--- src/rtl/instr_fetch_pkg.sv ---
// Shared CPU definitions for the fetch stage: FSM encodings, PC step and
// instruction field bit positions.
package cpu_pkg;

    typedef enum logic {
        FETCH = 1'b0,
        HOLD  = 1'b1
    } fetch_state_t;

    localparam logic [31:0] PC_STEP = 32'd4;

    localparam int OPCODE_HI = 31;
    localparam int OPCODE_LO = 26;
    localparam int RS_HI     = 25;
    localparam int RS_LO     = 21;
    localparam int RT_HI     = 20;
    localparam int RT_LO     = 16;
    localparam int RD_HI     = 15;
    localparam int RD_LO     = 11;
    localparam int FUNCT_HI  = 5;
    localparam int FUNCT_LO  = 0;
    localparam int IMM_HI    = 15;
    localparam int IMM_LO    = 0;

    // Fetch addresses are always word aligned; the low two bits are dropped.
    function automatic logic [31:0] align_word(input logic [31:0] addr);
        return {addr[31:2], 2'b00};
    endfunction

endpackage

--- src/rtl/instr_fetch_if.sv ---
// Instruction memory request/response bus between the fetch stage (master)
// and the instruction memory (slave).
interface instr_fetch_if;

    logic        req;
    logic [31:0] addr;
    logic        ack;
    logic [31:0] rdata;

    modport master (output req, output addr, input ack, input rdata);
    modport slave  (input req, input addr, output ack, output rdata);

endinterface

--- src/rtl/instr_fetch_fields.sv ---
// Purely combinational decode of a captured instruction word into its fields.
import cpu_pkg::*;

module instr_fields (
    input  logic [31:0] instr,
    output logic [5:0]  opcode,
    output logic [4:0]  rs,
    output logic [4:0]  rt,
    output logic [4:0]  rd,
    output logic [5:0]  funct,
    output logic [15:0] imm16
);

    assign opcode = instr[OPCODE_HI:OPCODE_LO];
    assign rs     = instr[RS_HI:RS_LO];
    assign rt     = instr[RT_HI:RT_LO];
    assign rd     = instr[RD_HI:RD_LO];
    assign funct  = instr[FUNCT_HI:FUNCT_LO];
    assign imm16  = instr[IMM_HI:IMM_LO];

endmodule

--- src/rtl/instr_fetch.sv ---
// Instruction fetch stage: two-state FETCH/HOLD FSM with branch redirect.
// Optional ack timeout with sticky error is enabled by FETCH_TIMEOUT_EN.
import cpu_pkg::*;

module instr_fetch #(
    parameter logic [31:0] RESET_PC       = 32'h0000_0000,
    parameter int unsigned TIMEOUT_CYCLES = 16
) (
    input  logic                 clk,
    input  logic                 rst,
    input  logic                 stall,
    input  logic                 branch_taken,
    input  logic [31:0]          branch_target,
    instr_fetch_if.master        imem,
    output logic                 instr_valid,
    output logic [31:0]          instr,
    output logic [31:0]          pc_out,
    output logic [5:0]           opcode,
    output logic [4:0]           rs,
    output logic [4:0]           rt,
    output logic [4:0]           rd,
    output logic [5:0]           funct,
    output logic [15:0]          imm16,
    output logic                 fetch_err
);

    fetch_state_t state, state_next;
    logic [31:0]  pc, pc_next;
    logic [31:0]  instr_next, pc_out_next;
    logic         redirect_pending, pend_next;
    logic [31:0]  pend_target, pend_target_next;

    // A zero timeout would fire every cycle; keep that configuration visibly inert.
    if (TIMEOUT_CYCLES == 0) begin : g_zero_timeout
    end

    assign imem.req    = (state == FETCH) && !rst;
    assign imem.addr   = pc;
    assign instr_valid = (state == HOLD);

    always_ff @(posedge clk) begin
        if (rst) begin
            state            <= FETCH;
            pc               <= RESET_PC;
            instr            <= '0;
            pc_out           <= '0;
            redirect_pending <= 1'b0;
            pend_target      <= '0;
        end else begin
            state            <= state_next;
            pc               <= pc_next;
            instr            <= instr_next;
            pc_out           <= pc_out_next;
            redirect_pending <= pend_next;
            pend_target      <= pend_target_next;
        end
    end

    // An ack that coincides with, or follows, a redirect belongs to the old
    // path and is dropped; the newest branch target always wins.
    always_comb begin
        state_next       = state;
        pc_next          = pc;
        instr_next       = instr;
        pc_out_next      = pc_out;
        pend_next        = redirect_pending;
        pend_target_next = pend_target;
        unique case (state)
            FETCH: begin
                if (imem.ack) begin
                    pend_next = 1'b0;
                    if (branch_taken) begin
                        pc_next = align_word(branch_target);
                    end else if (redirect_pending) begin
                        pc_next = pend_target;
                    end else begin
                        instr_next  = imem.rdata;
                        pc_out_next = pc;
                        state_next  = HOLD;
                    end
                end else if (branch_taken) begin
                    pend_next        = 1'b1;
                    pend_target_next = align_word(branch_target);
                end
            end
            HOLD: begin
                if (branch_taken) begin
                    pc_next    = align_word(branch_target);
                    state_next = FETCH;
                end else if (!stall) begin
                    pc_next    = pc + PC_STEP;
                    state_next = FETCH;
                end
            end
            default: begin
                state_next = FETCH;
            end
        endcase
    end

`ifdef FETCH_TIMEOUT_EN
    logic [31:0] tmo_cnt, tmo_cnt_next;
    logic        err_q, err_next;

    // Counts unanswered FETCH cycles; on expiry the request simply restarts
    // at the same pc and the error stays latched until reset.
    always_comb begin
        tmo_cnt_next = '0;
        err_next     = err_q;
        if (state == FETCH && !imem.ack) begin
            if (tmo_cnt + 32'd1 >= TIMEOUT_CYCLES) begin
                tmo_cnt_next = '0;
                err_next     = 1'b1;
            end else begin
                tmo_cnt_next = tmo_cnt + 32'd1;
            end
        end
    end

    always_ff @(posedge clk) begin
        if (rst) begin
            tmo_cnt <= '0;
            err_q   <= 1'b0;
        end else begin
            tmo_cnt <= tmo_cnt_next;
            err_q   <= err_next;
        end
    end

    assign fetch_err = err_q;
`else
    assign fetch_err = 1'b0;
`endif

    instr_fields u_fields (
        .instr  (instr),
        .opcode (opcode),
        .rs     (rs),
        .rt     (rt),
        .rd     (rd),
        .funct  (funct),
        .imm16  (imm16)
    );

endmodule

--- src/flat_wrapper.sv ---
// flat-port wrapper written by rule: the top's interface ports become plain ports
module instr_fetch_flat 
#(
    parameter logic [31:0] RESET_PC       = 32'h0000_0000,
    parameter int unsigned TIMEOUT_CYCLES = 16
)
  (clk, rst, stall, branch_taken, branch_target, instr_valid, instr, pc_out, opcode, rs, rt, rd, funct, imm16, fetch_err, imem_req, imem_addr, imem_ack, imem_rdata);
  instr_fetch_if imem_i ();
  input  logic clk;
  input  logic rst;
  input  logic stall;
  input  logic branch_taken;
  input  logic [31:0] branch_target;
  output logic instr_valid;
  output logic [31:0] instr;
  output logic [31:0] pc_out;
  output logic [5:0] opcode;
  output logic [4:0] rs;
  output logic [4:0] rt;
  output logic [4:0] rd;
  output logic [5:0] funct;
  output logic [15:0] imm16;
  output logic fetch_err;
  output wire logic [$bits(imem_i.req)-1:0] imem_req;
  output wire logic [$bits(imem_i.addr)-1:0] imem_addr;
  input wire logic [$bits(imem_i.ack)-1:0] imem_ack;
  input wire logic [$bits(imem_i.rdata)-1:0] imem_rdata;
  assign imem_req = imem_i.req;
  assign imem_addr = imem_i.addr;
  assign imem_i.ack = imem_ack;
  assign imem_i.rdata = imem_rdata;
  instr_fetch #(.RESET_PC(RESET_PC), .TIMEOUT_CYCLES(TIMEOUT_CYCLES)) u_core (.clk(clk), .rst(rst), .stall(stall), .branch_taken(branch_taken), .branch_target(branch_target), .imem(imem_i), .instr_valid(instr_valid), .instr(instr), .pc_out(pc_out), .opcode(opcode), .rs(rs), .rt(rt), .rd(rd), .funct(funct), .imm16(imm16), .fetch_err(fetch_err));
endmodule
--- config.mk ---
export PLATFORM = sky130hd
export DESIGN_NAME = instr_fetch_flat
export DESIGN_NICKNAME = d
export VERILOG_FILES = /design/src/rtl/instr_fetch_pkg.sv /design/src/rtl/instr_fetch_if.sv /design/src/rtl/instr_fetch_fields.sv /design/src/rtl/instr_fetch.sv /design/src/flat_wrapper.sv
export SDC_FILE = /design/constraint.sdc
export NUM_CORES = 1
export LEC_CHECK = 0
export BUFFER_PORTS_ARGS = -buffer_cell sky130_fd_sc_hd__buf_2
export CAP_MARGIN = 20
export CORE_MARGIN = 3
export CORE_UTILIZATION = 50
export CTS_CLUSTER_SIZE = 25
export DETAILED_ROUTE_END_ITERATION = 10
export GPL_TIMING_DRIVEN = 0
export PLACE_DENSITY = 0.8
export REMOVE_ABC_BUFFERS = 1
export SLEW_MARGIN = 40
export SYNTH_ARGS = -nofsm -noshare
export SYNTH_HDL_FRONTEND = slang
export SYNTH_SLANG_ARGS = --single-unit
--- constraint.sdc ---
create_clock -name clk -period 4.4 [get_ports clk]
set_clock_uncertainty 0.05 [all_clocks]
set_input_delay 0.66 -clock clk [delete_from_list [all_inputs] [get_ports clk]]
set_output_delay 0.66 -clock clk [all_outputs]
set_load 0.1 [all_outputs]
==> qor.txt <==
Run status: finished clean
Placement row count: 39
Power Density: 455.7 nW/um2
Routability-driven placement congestion ratio: 0.8129
Most used cell along the critical path: buf_2
Level count of the clock H-tree: 4
Wire length of the first global-routing pass: 27.70 mm
Overall die height: 114.9 um
Count of cell types in the netlist: 63
Top cell family by delay on the critical path: buffers and inverters
WHS Path Cells: 2
Power Total: 3343 uW
Die outline width: 114.9 um
Min-Delay Path Class: flop to flop
Category of the worst setup path capture point: flop
FILL cells: 1,015
Ys flop type: dfxtp_1
Final setup violating endpoints: 0
Cells after Synth: 785
Proportion of synthesized chip area in sequential cells: 41.85%
Synthesized area: 5932 um2
DRC: 0
Detailed-route vias per instance: 5.613
Slew @ Worst Pin: 815.0 ps
Initial DRC count: 614
HPWL after detailed placement: 11.96 mm
Number of top-level design ports: 211
Number of gates resized after cts: 0
Slew Limit Fails: 0
Critical Path, Cell by Cell: inv_1, nand2_1, nor3_2, buf_2, buf_2, buf_2, buf_2, buf_2, nand2_1, a21oi_1
Number of cells on the worst reg-to-reg path: 10
Critical path start-end classification: flop to flop
GRT Overall Usage: 26.31%
Startpoint type of the worst setup path: flop
Setup slack of the most critical reg-to-reg path: 1320 ps
Nets@finish: 992
Final design utilization: 63.70%
Post-CTS Hold Buffers: 0
Via Count: 6,062
Pin count of the biggest net entering global routing: 93
Deepest clock path buffer count: 2
Area enclosed by the die boundary: 13,210 um2
Reg-to-Reg Start: u_core.instr_valid
Mean instance size in the synthesized netlist: 7.557 um2
Detailed-routing iteration count for the pre-antenna-repair pass: 6
Fraction of registers with async set/reset: 0%
Final global-route overflow total: 0
Number of warning messages in the yosys log: 0
Fraction of final layout cells sized beyond drive strength 1: 28.34%
Crit path launch: u_core.instr_valid
Cell type of the slowest stage on the worst timing path: inv_1
Unrepaired setup endpoints after global routing: false
Fin crit share: 69.93%
Max stage delay on crit path: 650 ps
Initial antenna violation count: 2
Relative area change from synthesis to final layout: 23.67%
Source-to-sink clock delay at the later pin of the worst-skew pair: 430 ps
Number of global-route vias before repair: 5,617
Critical path arrival: 3390 ps
Maximum resistive drop on vdd: 0.3142 mV
Number of max-cap violations: 0
Clock slew at reported path FFs: 50 ps
RR Endpoint: u_core.pc_out[24]
Leakage power: 0.003177 uW
Overall routed net length: 17.75 mm
Final hold violation count: 0
Crit Path Max Fanout: 22
Sinks on Clock Net: 124
Start point of the worst min-delay path: u_core.pc_out[20]
Endpoint, Worst Hold: u_core.pc_out[20]
Seq cells post-synth: 124
Top area cells in the synthesized netlist: dfxtp_1 42%, nand2_1 13%, a21oi_1 11%
Post-detailed-route count of antenna-violating nets: 0
Wire length per cell: 16.43 um
TritonCTS clock tree: done
Fin crit period: 3077 ps
Buffer type at the clock tree root: clkbuf_16
Number of buffer and inverter stages on the critical path: 6
Number of flops mapped to enable cells by yosys: 0
Hold WS: 398.9 ps
TritonCTS Buffers: 17
Cell type with the largest total area after synthesis: dfxtp_1
WP data required: 4710 ps
Top-area cell type share of the netlist area: 41.85%
Slew HR: 45.26%
Maximum achievable frequency: 325.0 MHz
Number of buffers inserted by post-CTS setup repair: 0
Starting density of the core: 51.51%
Number of buffer cells added on primary ports: 203
Floorplan Core Area: 11,520 um2
## metrics by stage
stage          std cells  area, um2  worst slack [ps]  TNS (ps)
6_report            1080       7336              1323         0
5_1_grt             1080       7336              1087         0
4_1_cts             1078       7331              1361         0
3_5_place_dp        1046       6759              1394         0
3_3_place_gp        1029       6549             -3172   -219210
2_1_floorplan        683       5354            -798.3    -49460
## power breakdown
| part | switching, uW | internal (uW) |
|---|---|---|
| Clock | 487 | 870 |
| Combinational | 611 | 140 |
| Sequential | 59.1 | 1180 |
| Total | 1160 | 2190 |
## cell usage after synthesis, types with 7 or more instances
cell type / count
a21oi_1: 126
and3_1: 10
nand4_1: 9
dfxtp_1: 124
nor3_1: 13
a211oi_1: 12
nand2_1: 204
clkbuf_1: 45
o22ai_1: 7
nand3_1: 15
nor2_1: 45
inv_1: 8
nor3b_1: 9
buf_4: 48
o21ai_0: 9
## cell type report
class	instances	area (um2)	share of cell area, %
multi-input combinational	551	2870	39.13
inverter	8	30.03	0.4093
timing repair buffer	220	1196	16.31
clock inverter	8	90.09	1.228
sequential	124	2484	33.86
tap	143	178.9	2.439
clock buffer	24	481.7	6.567
antenna	2	5.005	0.06822
## routing by layer
metal	up-vias	track usage [%]	share of wire [%]
li1	2946	-	-
met1	2806	31.00	41
met2	275	43.90	48
met3	35	8.000	8.7
met4	0	12.21	2.2
met5	-	0	0
## cell usage in the layout, fill, tap and decap left out, types with 3 or more instances in the layout
cell type / instances
nor3_1: 11
clkbuf_16: 17
nand4_1: 9
a2111oi_0: 4
and3_1: 10
clkbuf_1: 4
buf_2: 209
nor2b_1: 3
o211ai_1: 6
clkinv_2: 6
inv_1: 8
or3_1: 3
nand2b_1: 5
mux2i_1: 5
o21ai_0: 9
clkbuf_8: 3
conb_1: 5
a221oi_1: 4
o31ai_1: 4
nand2_1: 204
buf_4: 5
nor2_1: 45
a21oi_1: 126
dfxtp_1: 123
nand3_1: 15
nor3b_1: 9
a211oi_1: 12
nor4_1: 5
nor3_2: 3
a311oi_1: 4
o22ai_1: 7
## worst min-delay path, delay by kind of cell, from the launching register on
family             cells  cell delay (ps)
DFF                    1              300
and+or+nand+nor        1               50
AOI/OAI and AO/OA      1               50
## state kept, by name, indices dropped and copies added, names as in the netlist
register / count
u_core.imem.addr: 30
u_core.instr: 32
u_core.instr_valid: 1
u_core.pc_out: 30
u_core.pend_target: 30
u_core.redirect_pending: 1
## worst max path at each step
stage                                  to  depth (start not counted)
floorplan                 u_core.instr[0]                          5
global placement         u_core.pc_out[9]                          5
detailed placement  u_core.pend_target[3]                          5
CTS                     u_core.pc_out[24]                         10
global route            u_core.pc_out[22]                         10
finish                  u_core.pc_out[24]                         10
## cell families (layout without fill, tap and decap cells)
group	after synthesis	after routing	synth area share [%]
simple gates	335	335	25.37
compound gates	201	201	20.52
flops	124	124	41.85
buf+inv	114	260	10.50
mux	6	6	1.034
xor+xnor	3	3	0.4430
fa+ha+maj	1	1	0.2109
other cells	1	7	0.06322
No activity file was read; power rests on OpenSTA's default activity.
